## src/rtl/encoder_8_3_seq.sv

```systemverilog
// encoder_8_3_seq: sequential 8-to-3 priority encoder.
// Latches request events on eight lines, then offers the index of the
// highest pending line over a valid/ready handshake.
//
// EDGE_MODE = 1 : a 0->1 transition on in[i] is one event.
// EDGE_MODE = 0 : every cycle with in[i] high is an event.
//
// Build option ENC_OVF_EN: when defined, `overflow` flags an event on a line
// that was already pending (edge mode only) and `clr_ovf` clears it; when
// undefined, `overflow` is tied low and `clr_ovf` is ignored.
module encoder_8_3_seq #(
  parameter int EDGE_MODE = 1
) (
  input  logic       clk,
  input  logic       rst,
  input  logic [7:0] in,
  output logic [2:0] out,
  output logic       valid,
  input  logic       ready,
  output logic [7:0] pending,
  output logic       overflow,
  input  logic       clr_ovf
);

  typedef enum logic {
    IDLE,
    HOLD
  } state_t;

  state_t     state;
  state_t     state_nx;
  logic [7:0] in_q;
  logic [7:0] ev;
  logic [7:0] clr;
  logic [7:0] pending_nx;
  logic [2:0] top_idx;
  logic [2:0] out_nx;
  logic       valid_nx;
  logic       accept;

  // Event detection: rising edges or raw levels depending on EDGE_MODE.
  always_comb begin
    ev = (EDGE_MODE != 0) ? (in & ~in_q) : in;
  end

  // Index of the highest set bit of the registered pending vector.
  always_comb begin
    top_idx = '0;
    for (int unsigned i = 0; i < 8; i++) begin
      if (pending[i]) top_idx = i[2:0];
    end
  end

  // FSM next state and next registered outputs; out only changes on a load in IDLE.
  always_comb begin
    state_nx = state;
    out_nx   = out;
    valid_nx = valid;
    accept   = 1'b0;
    unique case (state)
      IDLE: begin
        valid_nx = 1'b0;
        if (pending != '0) begin
          out_nx   = top_idx;
          valid_nx = 1'b1;
          state_nx = HOLD;
        end
      end
      HOLD: begin
        if (ready) begin
          accept   = 1'b1;
          valid_nx = 1'b0;
          state_nx = IDLE;
        end
      end
      default: begin
        state_nx = IDLE;
        valid_nx = 1'b0;
      end
    endcase
  end

  // Pending update: a new event on a bit outweighs its clear on the accept edge.
  always_comb begin
    clr        = accept ? (8'b0000_0001 << out) : '0;
    pending_nx = ev | (pending & ~clr);
  end

  // State, handshake outputs, pending vector and input history.
  always_ff @(posedge clk or posedge rst) begin
    if (rst) begin
      state   <= IDLE;
      out     <= '0;
      valid   <= 1'b0;
      pending <= '0;
      in_q    <= '0;
    end else begin
      state   <= state_nx;
      out     <= out_nx;
      valid   <= valid_nx;
      pending <= pending_nx;
      in_q    <= in;
    end
  end

`ifdef ENC_OVF_EN
  logic ovf_set;

  // An event hitting a pending bit that is not being accepted this edge.
  always_comb begin
    ovf_set = (EDGE_MODE != 0) && ((ev & pending & ~clr) != '0);
  end

  // Sticky overflow flag; a new overflow outweighs clr_ovf on the same edge.
  always_ff @(posedge clk or posedge rst) begin
    if (rst) begin
      overflow <= 1'b0;
    end else if (ovf_set) begin
      overflow <= 1'b1;
    end else if (clr_ovf) begin
      overflow <= 1'b0;
    end
  end
`else
  logic unused_clr_ovf;

  assign overflow       = 1'b0;
  assign unused_clr_ovf = clr_ovf;
`endif

endmodule
```

## config.mk

```make
export PLATFORM = sky130hd
export DESIGN_NAME = encoder_8_3_seq
export DESIGN_NICKNAME = d
export VERILOG_FILES = /design/src/rtl/encoder_8_3_seq.sv
export SDC_FILE = /design/constraint.sdc
export NUM_CORES = 1
export LEC_CHECK = 0
export CORE_MARGIN = 5
export CORE_UTILIZATION = 30
export CTS_BUF_LIST = sky130_fd_sc_hd__clkbuf_16
export CTS_CLUSTER_SIZE = 28
export DETAILED_ROUTE_END_ITERATION = 7
export PLACE_DENSITY_LB_ADDON = 0.1
export SYNTH_ARGS = -nofsm -noshare
export SYNTH_HDL_FRONTEND = slang
export SYNTH_SLANG_ARGS = --single-unit
```

## constraint.sdc

```tcl
create_clock -name clk -period 2.7 [get_ports clk]
set_input_delay 0.27 -clock clk [delete_from_list [all_inputs] [get_ports clk]]
set_output_delay 0.27 -clock clk [all_outputs]
set_load 0.005 [all_outputs]
```

==> results of run 1 <==
## power by group
group	internal (W)	total, W	switching [W]	leakage [nW]
logic	0.000164	0.000275	0.000111	0.232
registers	0.000387	0.000479	0.0000923	0.222
clock network	0.000197	0.000301	0.000104	0.0423
## layout make-up
type	count	area, um^2	area share
clock buffer	3	75.07	0.06623
clock inverter	1	3.754	0.003311
inverter	13	48.80	0.04305
multi-input combinational	39	222.7	0.1965
sequential	21	525.5	0.4636
tap	30	37.54	0.03311
timing repair buffer	22	220.2	0.1943
## cells in the final DEF, fill, tap and decap left out, drive strengths merged
cell and count:
a21oi 3, o21ai 18, o31ai 2, o31a 1, inv 14, dfrtp 21, clkbuf 3, nor3 1
conb 1, nand2b 1, nand3 1, clkdlybuf4s50 22, nor2 1, nand3b 2, nand2 4, a21o 1
nor4 3
## layer usage
| layer | vias up | global-route usage | share of wire |
|---|---|---|---|
| li1 | 300 | - | - |
| met1 | 292 | 0.1239 | 0.47 |
| met2 | 16 | 0.1510 | 0.45 |
| met3 | 4 | 0.02479 | 0.055 |
| met4 | 0 | 0.06364 | 0.022 |
| met5 | - | 0 | 0 |
## metrics by stage
stage	total power, W	worst slack, ns
final	0.001055	1.171
after global routing	0.001131	1.117
after CTS	0.001073	1.158
after detailed placement	0.0007668	1.277
after global placement	0.0007628	1.263
after floorplan	0.0005843	1.586
## final timing paths
| path | end | slack, ns | cells after the start |
|---|---|---|---|
| max | out[0] | 1.17 | 1 |
| min | pending[4] | 0.41 | 1 |
| max reg2reg | out[1] | 1.45 | 4 |
| min reg2reg | pending[4] | 0.41 | 1 |
| max in group asynchronous | pending[7] | 1.73 | 2 |
| min in group asynchronous | in_q[3] | 0.47 | 2 |
## state kept, by name, summed over array words and instances, names as in the netlist
name	flops
state	1
out	3
pending	8
valid	1
in_q	8
## cells by family (layout without fill, tap and decap cells)
family,count (synthesis),after routing,share of synthesized area
and+or+nand+nor,13,13,0.1011
other,1,1,0.004661
DFF,21,21,0.6532
AOI/OAI and AO/OA,25,25,0.1711
buffers and inverters,14,39,0.06999
==> metrics.txt, run 1 <==
predominant post-synthesis flop cell=dfrtp_1; RSZ-0062 raised after global routing=false; DIE AREA=3817 um^2; slowest CP cell=clkdlybuf4s50_1; initial core utilization=0.3189; DRT Pass-1 Iters=4; dpl cells=125; arrival time of the worst setup path=1.26 ns; clock buffer count from CTS=3; port bufs=22; Seq cells post-synth=21; Synth area leader=dfrtp_1; Max Fclk=654.1 MHz; Crit. Startpoint=out[0]; Tmin final=1.529 ns; Setup crit start kind=register; crit end category=primary output; Hold Path Class=reg -> reg; share of layout cells above drive strength 1=0.06061; core area=2522 um^2; Worst Hold Launch=in_q[4]; postcts setup bufs=0; Synth top area share=0.6532; P_leak=0.4958 nW; Rows=18; Async S/R FF share, synth=1.000; fin nets=112; Crit path max-delay family=buffers and inverters; TNS Setup=0 ns; mapped cell area=804.5 um^2; worst vdd ir=0.4747 mV; final setup violation count=0; clock net sink count=21; Mapped Avg Cell Area=10.87 um^2; status=complete, no violations; Die Height=61.79 um; final hold vios=0; worst path cell trace=clkdlybuf4s50_1; synthesized instance count=74; final core occ=0.4494; Worst EP required=2.43 ns; fill cell count=254; worst-margin pin slew=0.8005 ns; GP Congestion=0.7938; cells resized by post-CTS repair=0; diode count=0; hpwl dp=1.217 mm; WL per Instance=12.48 um; vias in the first global route=617; max_slew headroom=0.4658; initial antenna violation count=0; clk_lat worst skew=0.25 ns; die width=61.79 um; most frequent cells after synthesis=dfrtp_1 (21), o21ai_0 (18), inv_1 (13), nand2_1 (4), a21oi_1 (3); Setup CP Type=reg -> out; clock skew=0.002532 ns; Total GRT Usage=0.09880; top-count cell post-synth=dfrtp_1; Routed Antenna Nets=0; pwr/cell area=931.0 nW/um^2; clk root buf=clkbuf_16; CTS H-tree lvls=1; library cells used by synthesis=17; post-route insts no fill=129; first-pass GRT wire length=2.670 mm; Synth warnings=0; DP Area=1055 um^2; WP buf/inv=1; 1st-iter DRT viols=17; crit share post-route=0.5662; GR Overflow Total=0; area grow syn2layout=40.90%; Min Hold Slack=0.4144 ns; Max Buffers Root-to-Sink=2; MaxCap Viol Count=0; peak per-stage delay on the critical path=0.55 ns; # hold bufs at CTS=0; crit path max fanout=7; vias per inst=4.744; Syn Nets=86; largest net degree at the start of global routing=22; Post-route DRC=0; number of flops mapped to enable cells by yosys=0; vias post-DR=612; boundary pin count=25; Synth area leaders=dfrtp_1 (65%), o21ai_0 (11%), inv_1 (6.1%); fin. max-slew vios=0; r2r startpoint=pending[5]; register area share after synthesis=0.6532; Reg clk slew, reported paths=0.05 ns; post-layout instance area=1134 um^2; final WL=1.610 mm; CTS tree=built
No activity file was read; power rests on OpenSTA's default activity.
==> run 2, diff against run 1 <==
==> constraint.sdc (replaced) <==
create_clock -name clk -period 1.49 [get_ports clk]
set_input_delay 0.149 -clock clk [delete_from_list [all_inputs] [get_ports clk]]
set_output_delay 0.149 -clock clk [all_outputs]
set_load 0.005 [all_outputs]
==> run 2 against run 1 <==
  * Global-route usage down 0.051 points
  * Combinational power rose by 82%
  * Register-to-register slack got worse by 1.2 ns
  * Clock-buffer cell count unchanged
  * Worst hold slack got worse by 0.19 ns
  * Power is 82% higher
  * Core utilization rose by 0.30 points
  * Die area stayed put
==> metrics.txt, run 2 (synthesized netlist as in run 1, its figures left out) <==
Switching Share=0.2925; Min Hold Slack=0.2218 ns; final core occ=0.4524; Max Buffers Root-to-Sink=2; hpwl dp=1.237 mm; Die Height=61.79 um; first-pass GRT wire length=2.622 mm; P_int=0.001356 W; Max Fclk=717.7 MHz; sequential power share=0.453; GR peak layer=met2; largest net degree at the start of global routing=22; GRT met2 Usage=0.1570; Clk network pwr share=0.285; peak per-stage delay on the critical path=0.54 ns; Rows=18; Tmin final=1.393 ns; cells resized by post-CTS repair=0; R2R cell count=4; area of the multi-input gates=222.7 um^2; port bufs=22; status=complete, no violations; clk root buf=clkbuf_16; WL per Instance=12.56 um; fill cell count=254; fin. max-slew vios=0; MaxCap Viol Count=0; reg2reg setup slack=0.25 ns; Post-route DRC=0; final WL=1.633 mm; arrival time of the worst setup path=1.24 ns; Routed Antenna Nets=0; FF+latch area=525.5 um^2; P_leak=0.5006 nW; Setup CP Type=reg -> out; met1 Track Usage GR=0.1107; GP Congestion=0.7927; Worst setup endpoint=out[0]; clock skew=0.001737 ns; area grow syn2layout=41.83%; Worst EP required=1.34 ns; met3 usage=0.02686; core area=2522 um^2; largest registers=in_q x8, pending x8, out x3; worst vdd ir=0.9207 mV; Crit. Startpoint=out[0]; GR Overflow Total=0; vias in the first global route=632; Reg clk slew, reported paths=0.05 ns; Hold Path Class=in -> async; DIE AREA=3817 um^2; worst path cell trace=clkdlybuf4s50_1; CTS H-tree lvls=1; final setup violation count=0; most common cell after layout, fill and taps aside=clkdlybuf4s50_1; # hold bufs at CTS=0; die width=61.79 um; Psw=0.0005606 W; initial core utilization=0.3189; share of layout cells above drive strength 1=0.07000; vias per inst=4.646; crit end category=primary output; worst flop-to-flop path endpoint=out[1]; vias post-DR=604; diode count=0; critical path depth in cells=1; RSZ-0062 raised after global routing=false; WP buf/inv=1; crit path max fanout=7; crit share post-route=0.9351; Setup crit start kind=register; commonest cells after routing, fill and taps aside=clkdlybuf4s50_1 (22), dfrtp_1 (21), o21ai_0 (18); Combinational Power Share=0.261; pwr/cell area=1680 nW/um^2; boundary pin count=25; Total GRT Usage=0.09828; clock net sink count=21; clock buffer count from CTS=3; clk_lat worst skew=0.25 ns; CTS tree=built; final hold vios=0; postcts setup bufs=0; DRT Pass-1 Iters=3; r2r startpoint=pending[5]; slowest CP cell=clkdlybuf4s50_1; Crit path max-delay family=buffers and inverters; TNS Setup=0 ns; initial antenna violation count=0; 1st-iter DRT viols=18; fin nets=113
-- run 2: cell types whose count changed in the layout (fill, tap and decap cells not counted) --
cell,before,now
buf_4,0,1
-- run 2: per-stage QoR --
step / cells / setup WS (ns) / cell area [um^2] / total power [W]
after CTS: 130 / 0.05920 / 1141 / 0.001956
after detailed placement: 126 / 0.1716 / 1062 / 0.001392
after global routing: 130 / 0.02775 / 1141 / 0.002049
after floorplan: 74 / 0.3756 / 804.5 / 0.001059
final: 130 / 0.09668 / 1141 / 0.001917
after global placement: 126 / 0.1813 / 1062 / 0.001384
-- run 2: layout make-up --
type                    count  area share
flip-flops and latches     21      0.4605
inverters                  13     0.04276
multi-input cells          39      0.1952
well taps                  30     0.03289
repair buffers             23      0.1996
clock buffers               3     0.06579
clock inverters             1    0.003289
-- run 2: how the worst min path moves through the flow --
stage | from | endpoint | slack [ns] | depth (start not counted)
2_1_floorplan | rst | in_q[0] | 0.13 | 1
4_1_cts | rst | in_q[3] | 0.23 | 3
3_3_place_gp | in_q[3] | pending[3] | 0.40 | 1
6_report | rst | in_q[3] | 0.22 | 3
5_1_grt | rst | in_q[3] | 0.27 | 3
3_5_place_dp | in_q[4] | pending[4] | 0.41 | 1
-- run 2: tightest hold or removal path, cell delays in order --
cell	delay [ns]
clkdlybuf4s50_1	0.39
inv_1	0.05
buf_4	0.26
-- run 2: power by group through the flow --
stage               sequential [W]  clock [W]  combinational [W]
global placement          0.000876          0           0.000507
CTS                       0.000870   0.000570           0.000515
floorplan                 0.000852          0           0.000207
detailed placement        0.000881          0           0.000511
global route              0.000892   0.000591           0.000567
finish                    0.000869   0.000547           0.000501
-- run 2: per-layer routing --
layer	wire, um	vias up
met1	749	282
met2	757	16
met4	35	0
li1	-	304
met3	91	2
met5	0	-
